[config.mk]
export PLATFORM = sky130hd
export DESIGN_NAME = led_sequencer
export DESIGN_NICKNAME = d
export VERILOG_FILES = /design/src/rtl/led_sequencer_pkg.sv /design/src/rtl/led_seq_tick.sv /design/src/rtl/led_sequencer.sv
export SDC_FILE = /design/constraint.sdc
export NUM_CORES = 1
export LEC_CHECK = 0
export CAP_MARGIN = 40
export CORE_MARGIN = 2
export CORE_UTILIZATION = 54
export DETAILED_ROUTE_END_ITERATION = 7
export GPL_TIMING_DRIVEN = 0
export PLACE_DENSITY = 0.76
export SLEW_MARGIN = 20
export SYNTH_ARGS = -nofsm -noshare
export SYNTH_HDL_FRONTEND = slang
export SYNTH_SLANG_ARGS = --single-unit
[constraint.sdc]
create_clock -name xclk -period 2.63 [get_ports xclk]
set_input_delay 0.263 -clock xclk [delete_from_list [all_inputs] [get_ports xclk]]
set_output_delay 0.263 -clock xclk [all_outputs]
set_load 0.01 [all_outputs]
[src/rtl/led_sequencer_pkg.sv]
// Shared encodings for the LED sequencer: entry modes, FSM states,
// register address map and control-register bit positions.
package led_sequencer_pkg;

  typedef enum logic [1:0] {
    MODE_OFF  = 2'b00,
    MODE_ALT  = 2'b01,
    MODE_SYNC = 2'b10,
    MODE_ON   = 2'b11
  } mode_e;

  typedef enum logic [1:0] {
    ST_IDLE = 2'd0,
    ST_RUN  = 2'd1,
    ST_DONE = 2'd2
  } state_e;

  localparam logic [3:0] ADDR_TABLE_BASE = 4'd0;
  localparam logic [3:0] ADDR_CTRL       = 4'd8;

  localparam int CTRL_START_BIT = 0;
  localparam int CTRL_LOOP_BIT  = 1;
  localparam int CTRL_STOP_BIT  = 2;

  localparam int DUR_W  = 6;
  localparam int STEP_W = 3;

  function automatic logic [DUR_W-1:0] entry_dur(input logic [7:0] entry);
    return entry[DUR_W-1:0];
  endfunction

  function automatic mode_e entry_mode(input logic [7:0] entry);
    return mode_e'(entry[7:6]);
  endfunction

endpackage

[src/rtl/led_seq_tick.sv]
// Tick prescaler: free-runs 0..TICK_DIV-1 while clr is low and flags the
// last count; clr forces and holds the count at zero.
module led_seq_tick #(
  parameter int TICK_DIV = 1000000
) (
  input  logic xclk,
  input  logic sys_rst,
  input  logic clr,
  output logic tick
);

  localparam int CW = (TICK_DIV > 2) ? $clog2(TICK_DIV) : 1;
  localparam logic [CW-1:0] LAST = CW'(TICK_DIV - 1);

  logic [CW-1:0] cnt_q;
  logic [CW-1:0] cnt_d;

  always_comb begin
    cnt_d = cnt_q;
    if (clr || cnt_q == LAST) begin
      cnt_d = '0;
    end else begin
      cnt_d = cnt_q + 1'b1;
    end
  end

  always_ff @(posedge xclk) begin
    if (sys_rst) begin
      cnt_q <= '0;
    end else begin
      cnt_q <= cnt_d;
    end
  end

  assign tick = (cnt_q == LAST);

endmodule

[src/rtl/led_sequencer.sv]
// Table-driven red/green LED sequencer: steps through up to eight
// mode/duration entries per tick, optionally looping, with start/stop control.
module led_sequencer
  import led_sequencer_pkg::*;
#(
  parameter int TICK_DIV  = 1000000,
  parameter int N_ENTRIES = 8
) (
  input  logic       xclk,
  input  logic       sys_rst,
  input  logic       wr_en,
  input  logic [3:0] wr_addr,
  input  logic [7:0] wr_data,
  input  logic       red_flash,
  input  logic       green_flash,
  output logic       led_r,
  output logic       led_g,
  output logic       seq_active,
  output logic [2:0] seq_step,
  output logic       seq_done
);

  logic [7:0]        pat_q [N_ENTRIES];
  logic [7:0]        pat_d [N_ENTRIES];
  logic              loop_q, loop_d;
  state_e            state_q, state_d;
  logic [STEP_W-1:0] step_q, step_d;
  mode_e             mode_q, mode_d;
  logic [DUR_W-1:0]  dur_q, dur_d;

  logic              tbl_wr;
  logic              ctrl_wr;
  logic              start_cmd;
  logic              stop_cmd;
  logic              tick;
  logic              presc_clr;
  logic              restart;
  logic              advance;
  logic              last_entry;
  logic [STEP_W-1:0] nxt_step;
  logic [7:0]        nxt_entry;
  logic [7:0]        first_entry;

  // Register decode; stop wins over start when both are set in one write.
  assign tbl_wr    = wr_en && (wr_addr < ADDR_CTRL);
  assign ctrl_wr   = wr_en && (wr_addr == ADDR_CTRL);
  assign start_cmd = ctrl_wr && wr_data[CTRL_START_BIT] && !wr_data[CTRL_STOP_BIT];
  assign stop_cmd  = ctrl_wr && wr_data[CTRL_STOP_BIT];

  always_comb begin
    for (int i = 0; i < N_ENTRIES; i++) begin
      pat_d[i] = pat_q[i];
    end
    if (tbl_wr) begin
      pat_d[wr_addr[2:0] - ADDR_TABLE_BASE[2:0]] = wr_data;
    end
  end

  genvar gi;
  generate
    for (gi = 0; gi < N_ENTRIES; gi++) begin : g_pat
      always_ff @(posedge xclk) begin
        if (sys_rst) begin
          pat_q[gi] <= '0;
        end else begin
          pat_q[gi] <= pat_d[gi];
        end
      end
    end
  endgenerate

  assign loop_d = ctrl_wr ? wr_data[CTRL_LOOP_BIT] : loop_q;

  assign nxt_step    = step_q + 1'b1;
  assign nxt_entry   = pat_q[nxt_step];
  assign first_entry = pat_q[0];
  assign last_entry  = (step_q == STEP_W'(7)) || (entry_dur(nxt_entry) == '0);

  always_comb begin
    state_d = state_q;
    step_d  = step_q;
    mode_d  = mode_q;
    dur_d   = dur_q;
    restart = 1'b0;
    advance = 1'b0;

    unique case (state_q)
      ST_IDLE: begin
        if (start_cmd) restart = 1'b1;
      end
      ST_RUN: begin
        if (start_cmd) begin
          restart = 1'b1;
        end else if (tick) begin
          if (dur_q == DUR_W'(1)) begin
            if (!last_entry) begin
              advance = 1'b1;
            end else if (loop_q) begin
              restart = 1'b1;
            end else begin
              state_d = ST_DONE;
            end
          end else begin
            dur_d = dur_q - 1'b1;
          end
        end
      end
      ST_DONE: begin
        state_d = ST_IDLE;
        if (start_cmd) restart = 1'b1;
      end
      default: state_d = ST_IDLE;
    endcase

    // An empty entry 0 ends the sequence immediately instead of running.
    if (restart) begin
      step_d  = '0;
      mode_d  = entry_mode(first_entry);
      dur_d   = entry_dur(first_entry);
      state_d = (entry_dur(first_entry) == '0) ? ST_DONE : ST_RUN;
    end else if (advance) begin
      step_d = nxt_step;
      mode_d = entry_mode(nxt_entry);
      dur_d  = entry_dur(nxt_entry);
    end

    if (stop_cmd) begin
      state_d = ST_IDLE;
      step_d  = '0;
      mode_d  = MODE_OFF;
      dur_d   = '0;
    end
  end

  always_ff @(posedge xclk) begin
    if (sys_rst) begin
      state_q <= ST_IDLE;
      loop_q  <= 1'b0;
      step_q  <= '0;
      mode_q  <= MODE_OFF;
      dur_q   <= '0;
    end else begin
      state_q <= state_d;
      loop_q  <= loop_d;
      step_q  <= step_d;
      mode_q  <= mode_d;
      dur_q   <= dur_d;
    end
  end

  // Prescaler restarts on every fresh load of entry 0 and idles outside RUN.
  assign presc_clr = (state_d != ST_RUN) || restart;

  led_seq_tick #(
    .TICK_DIV(TICK_DIV)
  ) u_tick (
    .xclk   (xclk),
    .sys_rst(sys_rst),
    .clr    (presc_clr),
    .tick   (tick)
  );

  always_comb begin
    led_r = 1'b0;
    led_g = 1'b0;
    if (state_q == ST_RUN) begin
      unique case (mode_q)
        MODE_OFF:  begin led_r = 1'b0;      led_g = 1'b0;        end
        MODE_ALT:  begin led_r = red_flash; led_g = green_flash; end
        MODE_SYNC: begin led_r = red_flash; led_g = red_flash;   end
        MODE_ON:   begin led_r = 1'b1;      led_g = 1'b1;        end
        default:   begin led_r = 1'b0;      led_g = 1'b0;        end
      endcase
    end
  end

  assign seq_active = (state_q == ST_RUN);
  assign seq_done   = (state_q == ST_DONE);
  assign seq_step   = step_q;

endmodule
# Yosys cells after proc, flatten, opt, wreduce, memory -nomap -nowiden
# Memory sizes are Yosys's and may differ from the RTL's.
# Cells that the tools add are included.
[word_totals]
reg_bits = 34
ramBits = 64
in_bits = 17
wordCells = 105
n_memories = 1
[mem_list]
columns = ["memory", "depth", "width", "read_ports", "rd_ports_with_merged_regs", "write_ports", "line", "text"]
rows = [
  ["pat_q", 8, 8, 9, 0, 8, "led_sequencer.sv:23", "logic [7:0] pat_q [N_ENTRIES];"],
]
[op_classes]
addsub = 3
magnitude_cmp = 3
n_eq_ne = 12
mux = 48
n_bitwise = 9
reduce_logical = 23
[ops]
columns = ["operator", "count"]
rows = [
  ["two-way mux 8 bit", 9],
  ["bitwise mux 64 bit", 1],
  ["two-way mux 64 bit", 1],
  ["two-way mux 6 bit", 6],
  ["demux 8 bit (select 3 bit)", 1],
  ["adder 20 x 1 -> 20 bit (second input constant)", 1],
  ["== test 20 bit (second input constant)", 1],
  ["two-way mux 2 bit", 10],
  ["two-way mux 1 bit", 16],
  ["logical NOT 6 bit", 2],
  ["OR 1 bit", 8],
  ["OR reduction 2 bit", 4],
  ["== test 2 bit (second input constant)", 3],
  ["== test 6 x 1 -> 1 bit (second input constant)", 1],
  ["logical AND 1 bit", 6],
  ["nonzero test 3 bit", 2],
  ["subtractor 6 x 1 -> 6 bit (second input constant)", 1],
  ["== test 2 x 1 -> 1 bit (second input constant)", 2],
  ["== test 4 bit (second input constant)", 1],
  [">= comparator 4 bit (second input constant)", 1],
  ["logical NOT 2 bit", 2],
  ["less-than comparator 4 x 1 -> 1 bit (second input constant)", 1],
  ["less-than comparator 4 bit (second input constant)", 1],
  ["inverter 3 -> 4 bit", 1],
  ["other kinds (14)", 16],
]

# Logic depth before layout (Yosys ltp)
# An unclocked memory read counts as a cell.
[depth]
word_depth = 15
ltp_mapped = 11
mapped_depth_nobuf = 9

# Cells and area by module
# Synthesis repeated with hierarchy kept, for this count alone.
[unflattened]
cells_unflattened = 523
hier_area_um2 = 5009.8
[modules_own_cells]
columns = ["module", "instances", "cells_each", "area_per_inst_um2", "seq_area_each_um2"]
rows = [
  ["led_sequencer", 1, 415, 4077.7, 1561.5],
  ["led_seq_tick", 1, 108, 932.1, 400.4],
]

# Worst setup path after synthesis
# OpenSTA, ideal clock, no wires.
[synth_timing]
path_type = "flip-flop to flip-flop"
start = "reg step_q[0] (netlist: seq_step[0])"
end = "reg dur_q[3]"
setup_ps = 129
t_arrival_ps = 2630
t_required_ps = 2501
slack_ps = -129
path_stages_with_launch = 12
path_buffers = 3
path_cell_list = "dfxtp_1 ha_1 buf_2 buf_2 mux4_2 mux2_4 nand2b_4 o311a_4 or2_1 buf_6 o211ai_1 a31oi_1"
[synth_between]
elab_chain_len = 11
[synth_lines]
columns = ["element", "line", "text"]
rows = [
  ["start, declared", "led_sequencer.sv:27", "logic [STEP_W-1:0] step_q, step_d;"],
  ["start signal, assigned", "led_sequencer.sv:145", "step_q <= step_d;"],
  ["adder 3 x 1 -> 3 bit (*)", "led_sequencer.sv:74", "assign nxt_step = step_q + 1'b1;"],
  ["net nxt_step[1]", "led_sequencer.sv:40", "logic [STEP_W-1:0] nxt_step;"],
  ["memory read (8 x 8 bit) (*)", "-", ""],
  ["logical NOT 6 bit", "led_sequencer.sv:77", "assign last_entry = (step_q == STEP_W'(7)) || (entry_dur(nxt_entry) == '0);"],
  ["logical OR 1 bit", "led_sequencer.sv:77", ""],
  ["two-way mux 1 bit", "led_sequencer.sv:96", "if (!last_entry) begin"],
  ["two-way mux 1 bit", "led_sequencer.sv:95", "if (dur_q == DUR_W'(1)) begin"],
  ["two-way mux 1 bit", "led_sequencer.sv:94", "end else if (tick) begin"],
  ["two-way mux 1 bit", "led_sequencer.sv:92", "if (start_cmd) begin"],
  ["case mux 1 bit (2 select lines) / two-way mux 1 bit (equally long branches)", "led_sequencer.sv:87", "unique case (state_q)"],
  ["inequality test 3 bit (no source line), or another cell as far along", "-", ""],
  ["AND reduction 4 bit (no source line) / two-way mux 6 bit (equally long branches)", "-", ""],
  ["end signal, assigned", "led_sequencer.sv:147", "dur_q <= dur_d;"],
  ["end, declared", "led_sequencer.sv:29", "logic [DUR_W-1:0] dur_q, dur_d;"],
]
# The timed path passes the listed nets; every way through them passes the cells marked *.
# A chain may end at the register's enable or synchronous reset.

# Worst setup path in the final report
[layout_timing]
start = "reg step_q[0] (netlist: seq_step[0])"
end = "reg dur_q[2]"
# The elaborated chain is that of the path after synthesis.

==> metrics.txt <==
Int Pwr 1.94 mW; Via density 5.89; Yosys top cell area share 0.405; Routed wire per std cell 18.2 um; Ports 24; CP max stage cell dfxtp_4; CTS tree yes; CP most frequent cell buf_4; initial core utilization 0.556; unrepaired setup endpoints after global routing yes; met3 routed WL 627 um; first-pass GRT wire length 19200 um; Met1 Wirelength 5450 um; Cells after Synth 502; main area contributors after synthesis dfxtp_1 (40%), mux2i_1 (14%), nor2_1 (7.4%); f_max 0.365 GHz; LEAKAGE 2.08 nW; DP HPWL 8250 um; Crit Path Category reg2reg; GRT overflow 0; Logic pwr share 0.055; total wire length 12100 um; die area 9750 um2; vias in the first global route 3824; net count after synthesis 528; DRT antenna net count 0; fin worst setup slack -0.113 ns; ys async rst share 0; status finished with violations; Tightest Pin Transition 0.850 ns; Yosys reg bits 98; Yosys cell types 61; Finished Layout Cells 664; fraction of final layout cells sized beyond drive strength 1 0.169; EDFF count, synth 0; cts hold-fix bufs 0; synthesized area 4850 um2; critical path depth 11; final setup fails 11; switch share 0.257; Final Skew 0.0143 ns; ys flop type dfxtp_1; CP max stage delay 0.38 ns; initial antenna violation count 0; Hold Slack 0.277 ns; layout filler cell count 709; critical path peak fanout 8; Worst Path Arrival 3.05 ns; post-synthesis sequential area ratio 0.405; largest net degree at the start of global routing 19; Inserted Clock Buffers 9; GRT Util Overall 0.250; HP Class in2reg; CTS root buffer clkbuf_8; Pre-antenna DRT Iters 7; max_slew headroom 0.433; PwrDens 461 nW/um2; htree depth 3; setup slack at placement -0.334 ns; Slew Viols, Final 0; CP Buf/Inv Count 3; Final Hold Fails 0; minimum clock period 2.74 ns; delay-heaviest family, CP simple AND/OR/NAND/NOR gates; ant diodes 0; placer congestion estimate 0.983; Required @ worst endpoint 2.94 ns; Inst Count DP 627; Seq pwr share 0.575; vias after detailed routing 3911; max_cap viols 0; Clk network pwr share 0.369; Worst-path clk slew 0.11 ns; CP Capture Type register; Residual DRC 0; die height 98.8 um; Startpoint Class register; buffer depth of the longest clock path 2; DRT iter0 DRCs 279; met2 wire length 5850 um; Sw Pwr 0.670 mW; R2R cell count 11; Synth Area per Inst 9.66 um2; DR top layer met4; hold path depth 3; I/O Buffers 16; worst path cell trace ha_4 -> buf_4 -> mux4_2 -> mux2i_4 -> and4_4 -> buf_4 -> a2111oi_4 -> buf_4 -> or2_2 -> a31oi_1 -> o211a_1; Core Box Area 8720 um2; worst vdd ir 0.000403 V; Area growth syn-to-layout 16.9%; Yosys top cell by area dfxtp_1; synth warn 0; Final #Nets 577; FP Rows 34; clk_lat worst skew 0.36 ns; # clock sinks 98; Die X 98.8 um; failing checks setup timing; Final period util 1.04
[path summary, 6_finish.rpt]
check | start | slack [ns] | endpoint
worst max register to register | seq_step[0] | -0.11 | dur_q[2]
worst min register to register | u_tick.cnt_q[0] | 0.48 | u_tick.cnt_q[0]
worst min-delay path | wr_data[5] | 0.28 | pat_q[0][5]
worst max-delay path | seq_step[0] | -0.11 | dur_q[2]
[cells in the mapped netlist (all sizes together) (3+ instances only)]
master	n
mux2i	67
xor2	10
a21oi	21
nor2b	6
nor4	3
nor2	97
o211ai	4
nand3	20
buf	11
o21ai	7
a31oi	4
dfxtp	98
mux4	16
clkbuf	20
nand2	31
nand3b	4
nand4	5
ha	9
inv	8
nor3b	3
nand2b	5
nor3	9
or2	4
xnor2	12
[worst min-delay path, stage by stage]
cell and delay (ns):
clkbuf_1 0.17, nand3_1 0.11, a21oi_1 0.06
[state kept, by name (all words and copies together), names as in the netlist]
signal	count
state_q	2
pat_q	64
seq_step	3
dur_q	6
u_tick.cnt_q	20
loop_q	1
mode_q	2
[logic make-up after synthesis]
family / after synthesis / synth area share
AND/OR/NAND/NOR: 200 / 0.196
flip-flops: 98 / 0.405
multiplexers: 85 / 0.223
AO/OA/AOI/OAI: 49 / 0.0754
buffers and inverters: 39 / 0.0385
XOR/XNOR: 22 / 0.0397
adder cells (fa/ha/maj): 9 / 0.0232
[repair_timing]
item / 4_1_cts / 5_1_grt
pin swaps: 10 / 10
buffers inserted: 16 / 6
gates resized for setup: 30 / 18
setup endpoints to repair: 33 / 33
gates cloned: 0 / 0
[cell usage in the layout (no fill, tap or decap), drive strengths merged, types with 9 or more instances in the layout]
cell type,synthesis,layout
a21oi,21,21
buf,11,33
clkbuf,20,30
clkdlybuf4s50,0,16
dfxtp,98,98
ha,9,9
inv,8,12
mux2i,67,67
mux4,16,16
nand2,31,31
nand3,20,20
nor2,97,97
nor3,9,9
xnor2,12,12
xor2,10,10
[layer usage]
| layer | vias to the layer above | global-route usage |
|---|---|---|
| met5 | - | 0 |
| li1 | 1865 | - |
| met2 | 142 | 0.413 |
| met1 | 1885 | 0.344 |
| met4 | 0 | 0.0653 |
| met3 | 19 | 0.0411 |
[cell type report]
| type | count | area (um2) | area share |
|---|---|---|---|
| Buffer | 30 | 194 | 0.0342 |
| Clock buffer | 10 | 138 | 0.0243 |
| Clock inverter | 6 | 55.1 | 0.00971 |
| Inverter | 8 | 30.0 | 0.00530 |
| Multi-Input combinational cell | 365 | 2800 | 0.494 |
| Sequential cell | 98 | 1970 | 0.347 |
| Tap cell | 108 | 135 | 0.0238 |
| Timing Repair Buffer | 39 | 348 | 0.0614 |
[power by group through the flow]
stage	combinational, mW	clock [mW]	sequential [mW]
floorplan	0.0812	0	1.53
global placement	0.126	0	1.54
detailed placement	0.129	0	1.54
CTS	0.136	0.974	1.50
global route	0.155	1.04	1.50
finish	0.145	0.965	1.50
[stage by stage]
stage	TNS (ns)	total power, mW	util	area, um2
after floorplan	0	1.62	-	4860
after global placement	-6.98	1.66	0.591	5150
after detailed placement	-6.97	1.67	0.592	5160
after CTS	-0.534	2.61	0.641	5590
after global routing	-1.63	2.70	0.650	5670
final	-0.506	2.61	0.650	5670
Power figures use the tool's default switching activity.
